`config.mk`:
```
export PLATFORM = sky130hd
export DESIGN_NAME = reset_sequencer
export DESIGN_NICKNAME = d
export VERILOG_FILES = /design/src/rtl/reset_sequencer.sv
export SDC_FILE = /design/constraint.sdc
export NUM_CORES = 1
export LEC_CHECK = 0
export BUFFER_PORTS_ARGS = -buffer_cell sky130_fd_sc_hd__buf_2
export CAP_MARGIN = 20
export CORE_UTILIZATION = 45
export CTS_CLUSTER_SIZE = 8
export DETAILED_ROUTE_END_ITERATION = 10
export PLACE_DENSITY = 0.68
export SLEW_MARGIN = 10
export SYNTH_ARGS = -nofsm -noshare
export SYNTH_HDL_FRONTEND = slang
export SYNTH_SLANG_ARGS = --single-unit
```
`constraint.sdc`:
```
create_clock -name clk -period 2.4 [get_ports clk]
set_input_delay 0.72 -clock clk [delete_from_list [all_inputs] [get_ports clk]]
set_output_delay 0.72 -clock clk [all_outputs]
set_load 0.1 [all_outputs]
```
`src/rtl/reset_sequencer.sv`:
```
// reset_sequencer
//   Root reset generator for one clock domain. All reset outputs assert
//   asynchronously with rst_n. After a synchronised release they stay high for
//   HOLD_CYCLES, then drop one channel at a time, GAP_CYCLES apart and
//   channel 0 first. done is flagged once every channel has been released. A
//   single-cycle soft_rst_req restarts the whole sequence without a board reset.
//
// Parameters
//   NUM_CH       number of reset channels (>=1)
//   SYNC_STAGES  depth of the rst_n release synchroniser (>=2)
//   HOLD_CYCLES  cycles all channels stay asserted before channel 0 drops (>=1)
//   GAP_CYCLES   cycles between consecutive channel releases (>=1)
//
// Ports
//   clk           sole clock
//   rst_n         asynchronous active-low reset
//   soft_rst_req  synchronous active-high restart request
//   ch_ready      per-channel ready (only with RESET_SEQ_ACK_EN)
//   rst_out       active-high reset, one bit per channel
//   busy          sequence still in progress
//   done          sequence complete
//
// Optional feature macro: RESET_SEQ_ACK_EN
//   When defined, the next channel is released only once the previously
//   released channel reports ch_ready. done then waits for the last channel's
//   ready as well.
module reset_sequencer #(
  parameter int NUM_CH      = 4,
  parameter int SYNC_STAGES = 2,
  parameter int HOLD_CYCLES = 16,
  parameter int GAP_CYCLES  = 4
) (
  input  logic              clk,
  input  logic              rst_n,
  input  logic              soft_rst_req,
`ifdef RESET_SEQ_ACK_EN
  input  logic [NUM_CH-1:0] ch_ready,
`endif
  output logic [NUM_CH-1:0] rst_out,
  output logic              busy,
  output logic              done
);

  localparam int MAX_CNT = (HOLD_CYCLES > GAP_CYCLES) ? HOLD_CYCLES : GAP_CYCLES;
  localparam int CNT_W   = $clog2(MAX_CNT + 1);
  localparam int IDX_W   = $clog2(NUM_CH + 1);

  localparam logic [CNT_W-1:0] HOLD_LAST = CNT_W'(HOLD_CYCLES - 1);
  localparam logic [CNT_W-1:0] GAP_LAST  = CNT_W'(GAP_CYCLES - 1);
  localparam logic [IDX_W-1:0] LAST_IDX  = IDX_W'(NUM_CH - 1);
  localparam logic [CNT_W-1:0] CNT_ONE   = CNT_W'(1);
  localparam logic [IDX_W-1:0] IDX_ONE   = IDX_W'(1);

  typedef enum logic [1:0] {
    ST_HOLD      = 2'd0,
    ST_RELEASE   = 2'd1,
`ifdef RESET_SEQ_ACK_EN
    ST_WAIT_LAST = 2'd2,
`endif
    ST_RUN       = 2'd3
  } state_e;

  state_e                 state_q, state_d;
  logic [SYNC_STAGES-1:0] sync_q, sync_d;
  logic [CNT_W-1:0]       cnt_q, cnt_d;
  logic [IDX_W-1:0]       idx_q, idx_d;
  logic [NUM_CH-1:0]      rst_out_q, rst_out_d;
  logic                   busy_q, busy_d;
  logic                   done_q, done_d;
  logic                   rst_sync_n_s;
  logic                   release_go_s;

  // One-hot select of a channel; indices at or beyond NUM_CH select nothing.
  function automatic logic [NUM_CH-1:0] chan_mask(input logic [IDX_W-1:0] ch);
    logic [NUM_CH-1:0] m;
    m = {NUM_CH{1'b0}};
    for (int i = 0; i < NUM_CH; i++) begin
      m[i] = (i == int'(ch));
    end
    return m;
  endfunction

`ifdef RESET_SEQ_ACK_EN
  // Ready bit of the channel most recently released.
  function automatic logic ready_sel(input logic [NUM_CH-1:0] rdy,
                                     input logic [IDX_W-1:0]  ch);
    logic r;
    r = 1'b0;
    for (int i = 0; i < NUM_CH; i++) begin
      r = r | (rdy[i] & (i == int'(ch)));
    end
    return r;
  endfunction
`endif

  assign rst_sync_n_s = sync_q[SYNC_STAGES-1];

  // Release synchroniser: shifts in a constant 1 behind the async clear.
  always_comb begin
    sync_d = {sync_q[SYNC_STAGES-2:0], 1'b1};
  end

  // Next-state and output logic of the sequencing FSM.
  always_comb begin
    state_d   = state_q;
    cnt_d     = cnt_q;
    idx_d     = idx_q;
    rst_out_d = rst_out_q;
    busy_d    = busy_q;
    done_d    = done_q;
`ifdef RESET_SEQ_ACK_EN
    // Gap elapsed and the previously released channel has come up.
    release_go_s = (cnt_q >= GAP_LAST) && ready_sel(ch_ready, idx_q);
`else
    release_go_s = (cnt_q == GAP_LAST);
`endif

    if (!rst_sync_n_s) begin
      // Still inside the synchroniser window: FSM frozen, soft requests ignored.
      state_d = state_q;
    end else if (soft_rst_req) begin
      // Restart outranks any release or completion on the same edge.
      state_d   = ST_HOLD;
      cnt_d     = {CNT_W{1'b0}};
      idx_d     = {IDX_W{1'b0}};
      rst_out_d = {NUM_CH{1'b1}};
      busy_d    = 1'b1;
      done_d    = 1'b0;
    end else begin
      case (state_q)
        ST_HOLD: begin
          if (cnt_q == HOLD_LAST) begin
            rst_out_d[0] = 1'b0;
            cnt_d        = {CNT_W{1'b0}};
            idx_d        = {IDX_W{1'b0}};
            if (NUM_CH == 1) begin
`ifdef RESET_SEQ_ACK_EN
              state_d = ST_WAIT_LAST;
`else
              state_d = ST_RUN;
              busy_d  = 1'b0;
              done_d  = 1'b1;
`endif
            end else begin
              state_d = ST_RELEASE;
            end
          end else begin
            cnt_d = cnt_q + CNT_ONE;
          end
        end
        ST_RELEASE: begin
          if (release_go_s) begin
            rst_out_d = rst_out_q & ~chan_mask(idx_q + IDX_ONE);
            idx_d     = idx_q + IDX_ONE;
            cnt_d     = {CNT_W{1'b0}};
            if ((idx_q + IDX_ONE) == LAST_IDX) begin
`ifdef RESET_SEQ_ACK_EN
              state_d = ST_WAIT_LAST;
`else
              state_d = ST_RUN;
              busy_d  = 1'b0;
              done_d  = 1'b1;
`endif
            end else begin
              state_d = ST_RELEASE;
            end
          end else begin
            // Counter saturates at the gap limit while a release is held off.
            cnt_d = (cnt_q >= GAP_LAST) ? cnt_q : (cnt_q + CNT_ONE);
          end
        end
`ifdef RESET_SEQ_ACK_EN
        ST_WAIT_LAST: begin
          if (ch_ready[NUM_CH-1]) begin
            state_d = ST_RUN;
            busy_d  = 1'b0;
            done_d  = 1'b1;
          end else begin
            state_d = ST_WAIT_LAST;
          end
        end
`endif
        ST_RUN: begin
          state_d = ST_RUN;
        end
        default: begin
          // Unreachable encoding: fall back to a full restart.
          state_d   = ST_HOLD;
          cnt_d     = {CNT_W{1'b0}};
          idx_d     = {IDX_W{1'b0}};
          rst_out_d = {NUM_CH{1'b1}};
          busy_d    = 1'b1;
          done_d    = 1'b0;
        end
      endcase
    end
  end

  // State, counters, synchroniser and registered outputs; rst_n asserts async.
  always_ff @(posedge clk or negedge rst_n) begin
    if (!rst_n) begin
      sync_q    <= {SYNC_STAGES{1'b0}};
      state_q   <= ST_HOLD;
      cnt_q     <= {CNT_W{1'b0}};
      idx_q     <= {IDX_W{1'b0}};
      rst_out_q <= {NUM_CH{1'b1}};
      busy_q    <= 1'b1;
      done_q    <= 1'b0;
    end else begin
      sync_q    <= sync_d;
      state_q   <= state_d;
      cnt_q     <= cnt_d;
      idx_q     <= idx_d;
      rst_out_q <= rst_out_d;
      busy_q    <= busy_d;
      done_q    <= done_d;
    end
  end

  assign rst_out = rst_out_q;
  assign busy    = busy_q;
  assign done    = done_q;

endmodule

```
==> reports/metrics.yaml, run 1 <==
syn2layout_area_growth_pct: 10.0
required_ns: 2.59
numCtsBuffers: 3
crit_type: "reg2reg"
async_reset_ff_frac: 1.00
arrival_ns: 2.46
drtPass1Iterations: 4
grt_usage: 0.190
clk_pin_slew_ns: 0.11
nets: 135
layout-drive-gt1-share: 0.210
leakage_nw: 0.522
hpwlAfterDp_um: 1590
die_x_um: 51.4
worst_pin_slew_ns: 0.626
dieArea_um2: 2640
synth_seq_area_share: 0.416
setup_tns_ns: 0
synth_most_common_cell: "dfrtp_1"
cp-end-kind: "register"
slew_violations: 0
finalPower_mw: 1.31
synthDistinctLibCells: 40
clock_skew_ns: 0.00554
synth_top_area_share: 0.296
switching_share: 0.477
regArea_um2: 457
vias: 840
drv_cap: 0
outcome: "completed"
diodes: 0
synthTopCellsByArea: "dfrtp_1, ha_1, dfstp_2"
clock_path_buffers: 2
syn_nets: 123
synth_top_flop_cell: "dfrtp_1"
gp_congestion: 0.752
clkPwrFrac: 0.144
max_slew_margin: 0.581
clk_latency_ns: 0.30
setup_viol: 0
yosys_warnings: 0
startpoint_type: "register"
intPower_mw: 0.686
fillers: 206
core.rowCount: 17
crit_top_cell: "ha_1"
vdd_ir_drop_max_mv: 0.712
cp_slowest_cell: "or3b_2"
combPwrFrac: 0.490
die_h_um: 51.4
avgSynthCellArea_um2: 10.2
crit_path_cell_trace: "ha_1, nand3_1, inv_1, ha_1, or3b_2, o211ai_1, nor3_1, o22a_1"
grt_pass1_wl_um: 3640
multiInputGateArea_um2: 607
wirelength_um: 2170
synth-seq-cells: 18
yosysTopAreaCell: "dfrtp_1"
drc: 0
synthCells: 108
min_period_over_period: 0.945
antenna_found_initial: 0
grt_max_degree: 19
htree_levels: 1
grt-ovfl-total: 0
detail-route-antenna-nets: 0
clockRootBuffer: "clkbuf_4"
io_pins: 9
portBuffers: 8
cpPeakStageDelay_ns: 0.51
synth-edff-count: 0
p_sw_mw: 0.625
netlist_area_um2: 1100
hold_buffers: 0
cts.sinks: 18
initial_core_util: 0.487
crit_fanout: 9
cellPowerDensity_nw_per_um2: 1080
cts_tree: "yes"
hold_slack_ns: 0.330
min_period_ns: 2.27
hold_class: "in2async"
drt-initial-drc-count: 13
core-area_um2: 2250
post_drt_via_cell_ratio: 5.71
hold_viol: 0
p_seq_frac: 0.366
grt_pass1_vias: 793
post_drt_wl_per_cell_um: 14.7
fmax_ghz: 0.441
ys_top_cells_by_count: "dfrtp_1, ha_1, inv_1, nand2_1"
[worst paths after layout]
kind / from / end / slack, ns / cells after the start
hold / removal: rst_n / cnt_q[2] / 0.33 / 1
setup reg to reg: cnt_q[0] / state_q[1] / 0.13 / 8
hold reg to reg: sync_q[0] / sync_q[1] / 0.36 / 0
min in group clk: sync_q[0] / sync_q[1] / 0.36 / 0
setup / recovery: cnt_q[0] / state_q[1] / 0.13 / 8
max in group asynchronous: rst_n / rst_out[0] / 1.74 / 1
[kinds of logic after synthesis]
logic type | Yosys count | synth area share
adder cells (fa/ha/maj) | 12 | 0.137
multiplexers | 2 | 0.0205
AND/OR/NAND/NOR | 34 | 0.186
XOR/XNOR | 1 | 0.00797
AO/OA/AOI/OAI | 31 | 0.198
other | 1 | 0.00341
buffers and inverters | 9 | 0.0319
flip-flops | 18 | 0.416
[flip-flops by register name, indices dropped and copies added, names as in the netlist]
signal / flops
idx_q: 3
done: 1
state_q: 2
rst_out: 4
sync_q: 2
busy: 1
cnt_q: 5
[metrics by stage]
step                instances  area, µm²   util  setup WS [ns]
finish                    147       1210  0.536          0.132
global route              147       1210  0.536       -0.00364
CTS                       146       1200  0.533          0.139
detailed placement        142       1160  0.517          0.152
global placement          142       1160  0.517          0.193
floorplan                 108       1100      -          0.331
[cell type report]
type,count,area share
Clock buffer,4,0.0300
Inverter,7,0.0217
Timing Repair Buffer,9,0.0393
Multi-Input combinational cell,81,0.502
Tap cell,28,0.0290
Sequential cell,18,0.378
[cell usage in the layout, fill, tap and decap left out, types with 2 or more instances in the layout]
cell / instances
ha_1: 12
buf_2: 8
nand3b_1: 2
or3_1: 2
o21bai_1: 3
dfrtp_1: 13
o21ai_0: 4
mux2_2: 2
dfstp_2: 5
nand3_1: 2
a31oi_1: 2
nand2_1: 7
nor2b_1: 4
nor2_1: 6
a21oi_1: 4
a21o_1: 3
nor4_1: 2
o31ai_1: 6
clkbuf_4: 3
inv_1: 7
[layer usage]
metal / GRT usage / wire [µm] / vias up
met1: 0.244 / 1000 / 404
met3: 0.0565 / 91 / 5
met5: 0 / 0 / -
met4: 0.0631 / 36 / 0
li1: - / - / 413
met2: 0.303 / 1040 / 18
[critical path: cells and delay by family, from the launching register on]
family | cells | cell delay (ns)
AOI/OAI and AO/OA | 2 | 0.51
buffers and inverters | 1 | 0.05
DFF | 1 | 0.43
adders and majority gates | 2 | 0.43
and+or+nand+nor | 3 | 0.73
[power groups by stage]
stage	registers (mW)	clock network, mW	logic (mW)
6_report	0.480	0.189	0.642
3_3_place_gp	0.480	0	0.628
3_5_place_dp	0.486	0	0.635
5_1_grt	0.493	0.205	0.705
2_1_floorplan	0.710	0	0.293
4_1_cts	0.481	0.194	0.639
[what timing repair did]
item / in CTS / in global routing
endpoints found under the setup margin: 0 / 2
buffers inserted: 0 / 1
resized for setup: 0 / 0
No activity file was read; power rests on OpenSTA's default activity.
==> run 2, diff against run 1 <==
--- a/config.mk
+++ b/config.mk
@@ -7,6 +7,7 @@
 export LEC_CHECK = 0
 export BUFFER_PORTS_ARGS = -buffer_cell sky130_fd_sc_hd__buf_2
 export CAP_MARGIN = 20
+export CORE_ASPECT_RATIO = 1.4
 export CORE_UTILIZATION = 45
 export CTS_CLUSTER_SIZE = 8
 export DETAILED_ROUTE_END_ITERATION = 10
==> run 2 against run 1 <==
Effect of this change:
- die area increased by 0.10%
- design area unchanged
- critical path depth is 1 higher
- sequential share of layout area stayed put
- clock power rose by 2%
- highest routed layer unchanged
- flip-flop and latch count is the same
- the run now ends with design-rule violations left
- combinational power grew 2%
- critical path type unchanged
- via count up 0.48%
- register-to-register slack gained 0.06 ns
- global-route usage rose by 0.21 points
- power rose by 0.94%
==> reports/metrics.yaml, run 2 (synthesized netlist as in run 1, its figures left out) <==
drt-initial-drc-count: 37  # +24
htree_levels: 1  # unchanged
hold_buffers: 0  # unchanged
grt_max_degree: 19  # unchanged
startpoint_type: "register"
antenna_found_initial: 0  # unchanged
crit_path_cell_trace: "ha_1, nand3_1, inv_1, ha_1, or3b_2, o211ai_1, buf_4, nor3_1, o22a_1"
cts_tree: "yes"
grt_usage: 0.192  # +0.00213
post-cts-setup-buffers: 0  # unchanged
worst-path-buf-inv: 2  # +1
crit_type: "reg2reg"
core-area_um2: 2230  # -1.2%
grt_pass1_wl_um: 3770  # +3.6%
min_period_over_period: 0.918  # -0.0266
numCtsBuffers: 3  # unchanged
gp_congestion: 0.822  # +9.3%
layout_commonest_cell: "dfrtp_1"
hpwlAfterDp_um: 1640  # +3.2%
detail-route-antenna-nets: 0  # unchanged
clk_latency_ns: 0.30  # about the same
cp_num_cells: 9  # +1
setup_tns_ns: 0  # unchanged
largest_register_ffs: 5  # unchanged
clockRootBuffer: "clkbuf_4"
grt_pass1_vias: 825  # +4.0%
cpPeakStageDelay_ns: 0.51  # about the same
hold_viol: 0  # unchanged
slew_violations: 0  # unchanged
dieArea_um2: 2650  # +0.10%
top_register: "cnt_q"
cts_resized: 0  # unchanged
crit_fanout: 8  # -1
die_h_um: 60.5  # +18%
arrival_ns: 2.40  # -0.06 ns
cp_slowest_cell: "or3b_2"
clock_skew_ns: 0.00852  # +0.00297 ns
dr_wl_met3_um: 60  # -34%
path_delay_family: "simple AND/OR/NAND/NOR gates"
cp-end-kind: "register"
drtPass1Iterations: 7  # +3
grt-ovfl-total: 0  # unchanged
p_sw_mw: 0.630  # +0.89%
post_drt_via_cell_ratio: 5.94  # +4.0%
regArea_um2: 457  # unchanged
intPower_mw: 0.692  # +0.99%
drv_cap: 0  # unchanged
drc: 1  # +1
portBuffers: 8  # unchanged
initial_core_util: 0.493  # +0.00602
outcome: "complete, but fails checks"
routed.top_layer: "met4"
clkPwrFrac: 0.146  # +0.002
p_seq_frac: 0.361  # -0.005
wl_met2_um: 1100  # +6.0%
layout_common_cells: "dfrtp_1, ha_1, buf_2"
hold_class: "in2async"
layout-drive-gt1-share: 0.217  # +0.00658
nets: 136  # +0.74%
clock_path_buffers: 2  # unchanged
diodes: 0  # unchanged
post_drt_wl_per_cell_um: 15.5  # +5.3%
syn2layout_area_growth_pct: 10.0  # unchanged
cts.sinks: 18  # unchanged
wirelength_um: 2210  # +1.7%
switching_share: 0.477  # about the same
fillers: 200  # -2.9%
core.rowCount: 20  # +3
rsz0062_at_grt: "no"
violations: "design-rule violations"
multiInputGateArea_um2: 607  # unchanged
die_x_um: 43.8  # -15%
clk_pin_slew_ns: 0.12  # about the same
fmax_ghz: 0.454  # +2.9%
r2r_cells: 9  # +1
crit_top_cell: "ha_1"
reg2reg_slack_ns: 0.20  # +0.06 ns
leakage_nw: 0.527  # +0.87%
io_pins: 9  # unchanged
setup_viol: 0  # unchanged
vdd_ir_drop_max_mv: 0.867  # +22%
cellPowerDensity_nw_per_um2: 1090  # +0.94%
combPwrFrac: 0.493  # +0.003
met1_length_um: 1010  # +0.30%
vias: 844  # +0.48%
min_period_ns: 2.20  # -0.0638 ns
required_ns: 2.60  # about the same
finalPower_mw: 1.32  # +0.94%
## run 2: worst paths after layout
check	startpoint	endpoint
max in group asynchronous	rst_n	rst_out[3]
max reg2reg	cnt_q[0]	state_q[1]
min in group clk	sync_q[0]	sync_q[1]
min reg2reg	sync_q[0]	sync_q[1]
max	cnt_q[0]	state_q[1]
min	rst_n	idx_q[2]
## run 2: worst reg2reg max path: cells and delay by family (launching register included)
kind	cells	cell delay [ns]
adder cells (fa/ha/maj)	2	0.45
buffers and inverters	2	0.23
AO/OA/AOI/OAI	2	0.29
AND/OR/NAND/NOR	3	0.69
flip-flops	1	0.44
## run 2: cell type report
class / instances / area share
multi-input cells: 81 / 0.502
well taps: 22 / 0.0228
inverters: 7 / 0.0217
clock buffers: 4 / 0.0300
flip-flops and latches: 18 / 0.378
repair buffers: 10 / 0.0455
## run 2: through the flow
stage	area (µm²)	instances	utilization	hold slack (ns)	setup slack, ns
after CTS	1190	140	0.536	0.346	0.116
after detailed placement	1160	136	0.520	0.356	0.139
after global routing	1210	142	0.543	0.361	0.111
after global placement	1160	136	0.520	0.336	0.176
final	1210	142	0.543	0.330	0.196
after floorplan	1100	108	-	0.331	0.331
## run 2: metal layers
layer,GRT usage,vias to the layer above
met5,0,-
li1,-,413
met2,0.337,12
met1,0.239,415
met3,0.0208,4
met4,0.0804,0
## run 2: power groups by stage
| stage | clock network, mW | logic (mW) | registers, mW |
|---|---|---|---|
| 2_1_floorplan | 0 | 0.293 | 0.710 |
| 3_3_place_gp | 0 | 0.630 | 0.478 |
| 3_5_place_dp | 0 | 0.639 | 0.484 |
| 4_1_cts | 0.199 | 0.641 | 0.477 |
| 5_1_grt | 0.209 | 0.711 | 0.494 |
| 6_report | 0.193 | 0.652 | 0.478 |
